## src/rtl/uart_rx_os_if.sv

```systemverilog
// rtl/uart_rx_os_if.sv - Signal bundle between the oversampling UART receiver and its environment.
// UART_PARITY_EN adds the parity_err strobe.
interface uart_rx_os_if #(parameter int DATA_BITS = 8);
  logic                 enable;
  logic                 os_tick;
  logic                 rx_in;
  logic [DATA_BITS-1:0] rx_data;
  logic                 rx_valid;
  logic                 frame_err;
  logic                 busy;
`ifdef UART_PARITY_EN
  logic                 parity_err;

  modport master (output enable, os_tick, rx_in,
                  input  rx_data, rx_valid, frame_err, busy, parity_err);
  modport slave  (input  enable, os_tick, rx_in,
                  output rx_data, rx_valid, frame_err, busy, parity_err);
`else
  modport master (output enable, os_tick, rx_in,
                  input  rx_data, rx_valid, frame_err, busy);
  modport slave  (input  enable, os_tick, rx_in,
                  output rx_data, rx_valid, frame_err, busy);
`endif
endinterface

```

## src/rtl/uart_rx_os.sv

```systemverilog
// rtl/uart_rx_os.sv - Oversampling 8N1 UART receiver driven by the prescaler's os_tick.
// UART_PARITY_EN inserts an even-parity bit between the data bits and the stop bit.
module uart_rx_os #(
  parameter int DATA_BITS = 8,
  parameter int OS_RATE   = 16
) (
  input logic          src_clk,
  input logic          rst,
  uart_rx_os_if.slave  rxIf
);
  localparam int TW = $clog2(OS_RATE);
  localparam int BW = $clog2(DATA_BITS);
  localparam logic [TW-1:0] TICK_MID  = TW'(OS_RATE / 2 - 1);
  localparam logic [TW-1:0] TICK_LAST = TW'(OS_RATE - 1);
  localparam logic [BW-1:0] BIT_LAST  = BW'(DATA_BITS - 1);

`ifdef UART_PARITY_EN
  typedef enum logic [2:0] {IDLE, START, DATA, PARITY, STOP} state_t;
`else
  typedef enum logic [1:0] {IDLE, START, DATA, STOP} state_t;
`endif

  state_t               state;
  logic [TW-1:0]        tickCnt;
  logic [BW-1:0]        bitCnt;
  logic [DATA_BITS-1:0] shiftReg;
  logic [DATA_BITS-1:0] rxData;
  logic                 rxValid;
  logic                 frameErr;
  logic                 busy;
  logic                 rxMeta;
  logic                 rxS;
`ifdef UART_PARITY_EN
  logic                 parityFault;
  logic                 parityErr;
  assign rxIf.parity_err = parityErr;
`endif

  assign rxIf.rx_data   = rxData;
  assign rxIf.rx_valid  = rxValid;
  assign rxIf.frame_err = frameErr;
  assign rxIf.busy      = busy;

  // Synchroniser resets to the idle-high line level so reset cannot fake a start bit.
  always_ff @(posedge src_clk) begin
    if (rst) begin
      rxMeta <= 1'b1;
      rxS    <= 1'b1;
    end else begin
      rxMeta <= rxIf.rx_in;
      rxS    <= rxMeta;
    end
  end

  always_ff @(posedge src_clk) begin
    if (rst) begin
      state    <= IDLE;
      tickCnt  <= '0;
      bitCnt   <= '0;
      shiftReg <= '0;
      rxData   <= '0;
      rxValid  <= 1'b0;
      frameErr <= 1'b0;
      busy     <= 1'b0;
`ifdef UART_PARITY_EN
      parityFault <= 1'b0;
      parityErr   <= 1'b0;
`endif
    end else begin
      rxValid  <= 1'b0;
      frameErr <= 1'b0;
`ifdef UART_PARITY_EN
      parityErr <= 1'b0;
`endif
      if (!rxIf.enable) begin
        state    <= IDLE;
        tickCnt  <= '0;
        bitCnt   <= '0;
        shiftReg <= '0;
        busy     <= 1'b0;
`ifdef UART_PARITY_EN
        parityFault <= 1'b0;
`endif
      end else if (rxIf.os_tick) begin
        case (state)
          IDLE: begin
            if (!rxS) begin
              state   <= START;
              tickCnt <= '0;
              busy    <= 1'b1;
`ifdef UART_PARITY_EN
              parityFault <= 1'b0;
`endif
            end
          end
          START: begin
            if (tickCnt == TICK_MID) begin
              tickCnt <= '0;
              bitCnt  <= '0;
              if (!rxS) begin
                state <= DATA;
              end else begin
                state <= IDLE;
                busy  <= 1'b0;
              end
            end else begin
              tickCnt <= tickCnt + 1'b1;
            end
          end
          DATA: begin
            if (tickCnt == TICK_LAST) begin
              tickCnt  <= '0;
              shiftReg <= {rxS, shiftReg[DATA_BITS-1:1]};
              if (bitCnt == BIT_LAST) begin
`ifdef UART_PARITY_EN
                state <= PARITY;
`else
                state <= STOP;
`endif
              end else begin
                bitCnt <= bitCnt + 1'b1;
              end
            end else begin
              tickCnt <= tickCnt + 1'b1;
            end
          end
`ifdef UART_PARITY_EN
          PARITY: begin
            if (tickCnt == TICK_LAST) begin
              tickCnt     <= '0;
              parityFault <= ^{shiftReg, rxS};
              state       <= STOP;
            end else begin
              tickCnt <= tickCnt + 1'b1;
            end
          end
`endif
          STOP: begin
            // Leaving at mid stop bit leaves half a bit to catch a back-to-back start edge.
            if (tickCnt == TICK_LAST) begin
              tickCnt <= '0;
              state   <= IDLE;
              busy    <= 1'b0;
              if (!rxS) begin
                frameErr <= 1'b1;
`ifdef UART_PARITY_EN
              end else if (parityFault) begin
                parityErr <= 1'b1;
`endif
              end else begin
                rxValid <= 1'b1;
                rxData  <= shiftReg;
              end
            end else begin
              tickCnt <= tickCnt + 1'b1;
            end
          end
          default: begin
            state <= IDLE;
            busy  <= 1'b0;
          end
        endcase
      end
    end
  end
endmodule

```

## src/flat_wrapper.sv

```systemverilog
// flat-port wrapper written by rule: the top's interface ports become plain ports
module uart_rx_os_flat 
#(
  parameter int DATA_BITS = 8,
  parameter int OS_RATE   = 16
)
  (src_clk, rst, rxIf_enable, rxIf_os_tick, rxIf_rx_in, rxIf_rx_data, rxIf_rx_valid, rxIf_frame_err, rxIf_busy);
  uart_rx_os_if #(.DATA_BITS(DATA_BITS)) rxIf_i ();
  input logic src_clk;
  input logic rst;
  input wire logic [$bits(rxIf_i.enable)-1:0] rxIf_enable;
  input wire logic [$bits(rxIf_i.os_tick)-1:0] rxIf_os_tick;
  input wire logic [$bits(rxIf_i.rx_in)-1:0] rxIf_rx_in;
  output wire logic [$bits(rxIf_i.rx_data)-1:0] rxIf_rx_data;
  output wire logic [$bits(rxIf_i.rx_valid)-1:0] rxIf_rx_valid;
  output wire logic [$bits(rxIf_i.frame_err)-1:0] rxIf_frame_err;
  output wire logic [$bits(rxIf_i.busy)-1:0] rxIf_busy;
  assign rxIf_i.enable = rxIf_enable;
  assign rxIf_i.os_tick = rxIf_os_tick;
  assign rxIf_i.rx_in = rxIf_rx_in;
  assign rxIf_rx_data = rxIf_i.rx_data;
  assign rxIf_rx_valid = rxIf_i.rx_valid;
  assign rxIf_frame_err = rxIf_i.frame_err;
  assign rxIf_busy = rxIf_i.busy;
  uart_rx_os #(.DATA_BITS(DATA_BITS), .OS_RATE(OS_RATE)) u_core (.src_clk(src_clk), .rst(rst), .rxIf(rxIf_i));
endmodule
```

## config.mk

```make
export PLATFORM = sky130hd
export DESIGN_NAME = uart_rx_os_flat
export DESIGN_NICKNAME = d
export VERILOG_FILES = /design/src/rtl/uart_rx_os_if.sv /design/src/rtl/uart_rx_os.sv /design/src/flat_wrapper.sv
export SDC_FILE = /design/constraint.sdc
export NUM_CORES = 1
export LEC_CHECK = 0
export BUFFER_PORTS_ARGS = -buffer_cell sky130_fd_sc_hd__buf_2
export CAP_MARGIN = 20
export CORE_MARGIN = 2
export CORE_UTILIZATION = 55
export CTS_CLUSTER_SIZE = 12
export DETAILED_ROUTE_END_ITERATION = 12
export PLACE_DENSITY_LB_ADDON = 0.08
export SKIP_LAST_GASP = 1
export SLEW_MARGIN = 25
export SYNTH_ARGS = -nofsm -noshare
export SYNTH_HDL_FRONTEND = slang
export SYNTH_SLANG_ARGS = --single-unit
export TNS_END_PERCENT = 20
```

## constraint.sdc

```tcl
create_clock -name src_clk -period 2.2 [get_ports src_clk]
set_clock_uncertainty 0.05 [all_clocks]
set_input_delay 0.33 -clock src_clk [delete_from_list [all_inputs] [get_ports src_clk]]
set_output_delay 0.33 -clock src_clk [all_outputs]
set_load 0.01 [all_outputs]
```

==> flow_summary.json, run 1 <==
{
  "fmaxAchievable_ghz": 0.5038,
  "grt_overflow": 0,
  "dp_hpwl_um": 2026,
  "rsz0062_at_grt": "no",
  "yosys.area_share.xor_xnor_pct": 0,
  "grt_max_degree": 21,
  "synth_compound_gate_area_share_pct": 14.43,
  "dieHeight_um": 55.62,
  "cts_tree": "done",
  "cts_sinks": 30,
  "synth_seq_area_share_pct": 40.99,
  "r2r_slack_ns": 0.22,
  "initial_core_util_pct": 58.61,
  "drc": 0,
  "ys_warn_count": 0,
  "setup_viol_count_final": 0,
  "max_slew_margin_pct": 65.86,
  "crit_path_end_kind": "flop",
  "synthAdderAreaFrac_pct": 2.562,
  "core_area_um2": 2500,
  "yosysTopAreaCellShare_pct": 40.99,
  "hold_path.class": "in2reg",
  "final_common_cell": "dfxtp_1",
  "first_iter_violations": 52,
  "worstHoldEndpoint": "u_core.rxMeta",
  "synth_edf_count": 0,
  "grt_pass1_vias": 1088,
  "synth_area_um2": 1465,
  "synthMuxAreaShare_pct": 8.284,
  "worst_slack_ns": 0.2152,
  "cts.repair.resized": 0,
  "syn_area_per_cell_um2": 9.215,
  "synth_flop_cell": "dfxtp_1",
  "clock_latency_ns": 0.32,
  "n_antenna_cell": 0,
  "ys_seq_elements": 30,
  "port_buffers": 15,
  "tns_ns": 0,
  "std_cell_rows": 18,
  "r2r-start": "u_core.tickCnt[0]",
  "postRouteAntennaNets": 0,
  "syn_inst": 159,
  "grt_usage_pct": 21.16,
  "dp.cells": 195,
  "place_area_um2": 1539,
  "area_growth_pct": 10.42,
  "status": "finished clean",
  "final_cell_mix": "30 x dfxtp_1, 19 x nand2b_1, 15 x buf_2, 12 x o21ai_0, 12 x a21oi_1",
  "cts_root_buf": "clkbuf_4",
  "cp_data_arrival_time_ns": 2.19,
  "firstDrtPassIters": 4,
  "min-delay-start": "rxIf_rx_in",
  "fin_hold_ws_ns": 0.1380,
  "post_synth_num_cell_types": 40,
  "netlist_top_cells_area": "dfxtp_1 41%, nand2b_1 8.1%, mux2i_1 7.5%",
  "gp_congestion": 0.7966,
  "cts_setup_buffers": 0,
  "htreeDepth": 2,
  "peakVddDrop_mv": 0.4296,
  "slew_viol_final": 0,
  "rr_endpoint": "u_core.rxIf.rx_data[5]",
  "drv_cap": 0,
  "yosys.area_share.simple_pct": 28.27,
  "clk_pin_slew_ns": 0.09,
  "dieArea_um2": 3093,
  "vias_per_cell": 5.911,
  "crit_fanout": 12,
  "synth_top_family_by_area": "simple AND/OR/NAND/NOR gates",
  "dr_total_vias": 1200,
  "antenna_found_initial": 0,
  "drt-total-wl_um": 2976,
  "postSynth.asyncResetShare_pct": 0,
  "synth.net_count": 167,
  "fin_crit_ns": 1.985,
  "cts_buffers": 5,
  "wire_per_inst_um": 14.66,
  "final_cells": 203,
  "layout.nets": 180,
  "min_period_over_period_pct": 90.22,
  "holdPathStages": 2,
  "die_w_um": 55.62,
  "required_ns": 2.40,
  "hold_viol_final": 0,
  "worstMarginPinSlew_ns": 0.5104,
  "reg2regPathDepth": 4,
  "final_area_um2": 1618,
  "ioPinCount": 16,
  "drive_above_1_share_pct": 19.08,
  "worst-setup-path-type": "reg2reg",
  "pwr_density_cell_nw_per_um2": 613.3,
  "synth_top_area_cell": "dfxtp_1",
  "grt_pass1_wl_um": 5223,
  "post-place-ws_ns": 0.2625,
  "p_leak_nw": 0.6315,
  "cts_max_path_buffers": 2,
  "hold_buffers": 0,
  "critPathLaunchType": "flop"
}
metal layers:
| metal | vias to the layer above | share of wire (%) | global-route usage (%) |
|---|---|---|---|
| met5 | - | 0 | 0 |
| met4 | 0 | 0.87 | 8.014 |
| met3 | 7 | 7.1 | 6.279 |
| met2 | 45 | 42 | 30.27 |
| met1 | 547 | 50 | 29.96 |
| li1 | 601 | - | - |
through the flow:
step | power [mW] | utilization (%)
2_1_floorplan | 0.5862 | -
4_1_cts | 1.001 | 64.71
5_1_grt | 1.024 | 64.71
6_report | 0.9922 | 64.71
3_3_place_gp | 0.5954 | 61.56
3_5_place_dp | 0.5964 | 61.56
worst max path at each step:
stage | start | endpoint | slack, ns | cells after the start
after floorplan | u_core.bitCnt[0] | u_core.bitCnt[1] | 0.68 | 5
after global placement | u_core.tickCnt[0] | u_core.rxIf.rx_data[0] | 0.39 | 4
after detailed placement | u_core.tickCnt[0] | u_core.rxIf.rx_data[5] | 0.26 | 4
after CTS | u_core.tickCnt[0] | u_core.rxIf.rx_data[5] | 0.23 | 4
after global routing | u_core.tickCnt[0] | u_core.rxIf.rx_data[5] | 0.06 | 4
final | u_core.tickCnt[0] | u_core.rxIf.rx_data[5] | 0.22 | 4
worst max-delay path, stage by stage, from the launching register on:
cell and delay (ns):
dfxtp_1 0.38, ha_1 0.43, nand4_4 0.26, nor3_4 0.53, mux2i_1 0.26
sequential cells by signal (all words and copies together) (netlist names), named ones only:
signal and count:
u_core.bitCnt 3, u_core.rxMeta 1, u_core.rxIf.rx_valid 1, u_core.rxS 1, u_core.shiftReg 8, u_core.rxIf.busy 1
u_core.rxIf.frame_err 1, u_core.rxIf.rx_data 8, u_core.tickCnt 4, u_core.state 1
synth_stat cells (2+ instances only):
cell type and number:
dfxtp_1 30, nand2b_1 19, a21oi_1 12, o21ai_0 12, mux2i_1 11, nand3_1 11
clkbuf_1 6, nand2_1 6, buf_2 4, and3_1 3, ha_1 3, inv_1 3
nor2b_1 3, nor4_1 3, o211ai_1 3, and4_1 2, buf_4 2, nand4_1 2
nor3b_1 2, or2_2 2
final cells by class:
cell class              instances  area (um2)
fillers                       195       882.1
clock buffers                   8       78.83
repair buffers                 19       105.1
inverters                       3       11.26
multi-input cells             113       784.5
well taps                      30       37.54
flip-flops and latches         30       600.6
power by group:
| group | switching (mW) | internal (mW) | total (mW) |
|---|---|---|---|
| Clock | 0.189 | 0.218 | 0.408 |
| Combinational | 0.0223 | 0.0152 | 0.0375 |
| Sequential | 0.00213 | 0.545 | 0.547 |
| Total | 0.214 | 0.778 | 0.992 |
logic make-up (layout without fill, tap and decap cells):
group	Yosys count	after routing
and+or+nand+nor	63	63
AOI/OAI and AO/OA	35	35
DFF	30	30
buffers and inverters	16	30
muxes	12	12
adders and majority gates	3	3
No activity file was read; power rests on OpenSTA's default activity.
==> inputs of run 2 (changes only) <==
--- a/config.mk
+++ b/config.mk
@@ -6,12 +6,12 @@
 export NUM_CORES = 1
 export LEC_CHECK = 0
 export BUFFER_PORTS_ARGS = -buffer_cell sky130_fd_sc_hd__buf_2
-export CAP_MARGIN = 20
 export CORE_MARGIN = 2
 export CORE_UTILIZATION = 55
 export CTS_CLUSTER_SIZE = 12
 export DETAILED_ROUTE_END_ITERATION = 12
 export PLACE_DENSITY_LB_ADDON = 0.08
+export RECOVER_POWER = 100
 export SKIP_LAST_GASP = 1
 export SLEW_MARGIN = 25
 export SYNTH_ARGS = -nofsm -noshare
==> flow_summary.json, run 2 (synthesized netlist as in run 1, its figures left out) <==
{
  "status": "finished clean",
  "drive_above_1_share_pct": 12.14,
  "firstDrtPassIters": 4,
  "critPathLaunchType": "flop",
  "cts_sinks": 30,
  "grt_pass1_wl_um": 5223,
  "layout.nets": 180,
  "pwr-share-comb_pct": 3.7,
  "p_total_mw": 0.9961,
  "hold_buffers": 0,
  "p_leak_nw": 0.5803,
  "clock_latency_ns": 0.33,
  "grt_max_degree": 21,
  "hold_viol_final": 0,
  "grt_pass1_vias": 1088,
  "dieArea_um2": 3093,
  "p_clk_share_pct": 41.4,
  "slew_viol_final": 0,
  "dieHeight_um": 55.62,
  "peakVddDrop_mv": 0.4336,
  "p_int_mw": 0.7780,
  "worst-setup-path-type": "reg2reg",
  "final_cell_mix": "30 x dfxtp_1, 19 x nand2b_1, 12 x o21ai_0, 12 x a21oi_1, 12 x clkbuf_1",
  "grt_usage_pct": 21.16,
  "area_growth_pct": 9.309,
  "cts_root_buf": "clkbuf_4",
  "reg2regPathDepth": 4,
  "min_period_over_period_pct": 90.25,
  "drc": 0,
  "cts_buffers": 5,
  "post-place-ws_ns": 0.2625,
  "postRouteAntennaNets": 0,
  "r2r_slack_ns": 0.21,
  "port_buffers": 15,
  "gp_congestion": 0.7966,
  "cts_setup_buffers": 0,
  "htreeDepth": 2,
  "dp_hpwl_um": 2026,
  "hold_path.class": "in2reg",
  "worst_slack_ns": 0.2144,
  "vias_per_cell": 5.847,
  "cp_data_arrival_time_ns": 2.19,
  "clk_pin_slew_ns": 0.09,
  "fillers": 203,
  "pwr_density_cell_nw_per_um2": 621.9,
  "cts.repair.resized": 0,
  "cts_max_path_buffers": 2,
  "setup_viol_count_final": 0,
  "final_common_cell": "dfxtp_1",
  "first_iter_violations": 43,
  "die_w_um": 55.62,
  "grt_overflow": 0,
  "required_ns": 2.41,
  "power.switching_mw": 0.2180,
  "crit_fanout": 12,
  "drv_cap": 0,
  "initial_core_util_pct": 58.61,
  "pwr-share-seq_pct": 54.9,
  "dr_total_vias": 1187,
  "core_area_um2": 2500,
  "wire_per_inst_um": 14.78,
  "fin_crit_ns": 1.986,
  "drt-total-wl_um": 3001,
  "swShare_pct": 21.89,
  "fin_hold_ws_ns": 0.1290,
  "antenna_found_initial": 0,
  "crit_path_end_kind": "flop",
  "holdPathStages": 2,
  "cts_tree": "done",
  "max_slew_margin_pct": 61.50,
  "tns_ns": 0,
  "std_cell_rows": 18,
  "fmaxAchievable_ghz": 0.5036,
  "n_antenna_cell": 0,
  "ioPinCount": 16,
  "rsz0062_at_grt": "no",
  "worstMarginPinSlew_ns": 0.5775
}
run 2: area by class of cell:
cell class,instances,area (um2),share of cell area [%]
Clock buffer,8,78.83,4.922
Inverter,3,11.26,0.7031
Multi-Input combinational cell,113,783.3,48.91
Sequential cell,30,600.6,37.50
Tap cell,30,37.54,2.344
Timing Repair Buffer,19,90.09,5.625
run 2: layer usage:
metal / vias to the layer above / global-route usage [%] / part of all wire [%]
li1: 603 / - / -
met1: 553 / 29.96 / 51
met2: 27 / 30.27 / 44
met3: 4 / 6.279 / 5.3
met4: 0 / 8.014 / 0.47
met5: - / 0 / 0
run 2: final timing paths:
path,startpoint,end
hold reg to reg,u_core.rxMeta,u_core.rxS
setup reg to reg,u_core.tickCnt[0],u_core.rxIf.rx_data[5]
setup / recovery,u_core.tickCnt[0],u_core.rxIf.rx_data[5]
hold / removal,rxIf_rx_in,u_core.rxMeta
run 2: critical path, stage by stage (launching register included):
cell and delay (ns):
dfxtp_1 0.38, ha_1 0.43, nand4_4 0.26, nor3_4 0.53
mux2i_1 0.26
run 2: power by group through the flow:
stage / Combinational, mW / Clock (mW) / Sequential, mW
floorplan: 0.0269 / 0 / 0.559
global placement: 0.0358 / 0 / 0.560
detailed placement: 0.0369 / 0 / 0.560
CTS: 0.0372 / 0.417 / 0.547
global route: 0.0413 / 0.435 / 0.547
finish: 0.0372 / 0.412 / 0.547
run 2: metrics by stage:
step                      util, %  std cells  instance area (um2)
after floorplan                 -        159                 1465
after detailed placement    61.56        195                 1539
after global placement      61.56        195                 1539
after CTS                   64.71        203                 1618
after global routing        64.06        203                 1602
final                       64.06        203                 1602
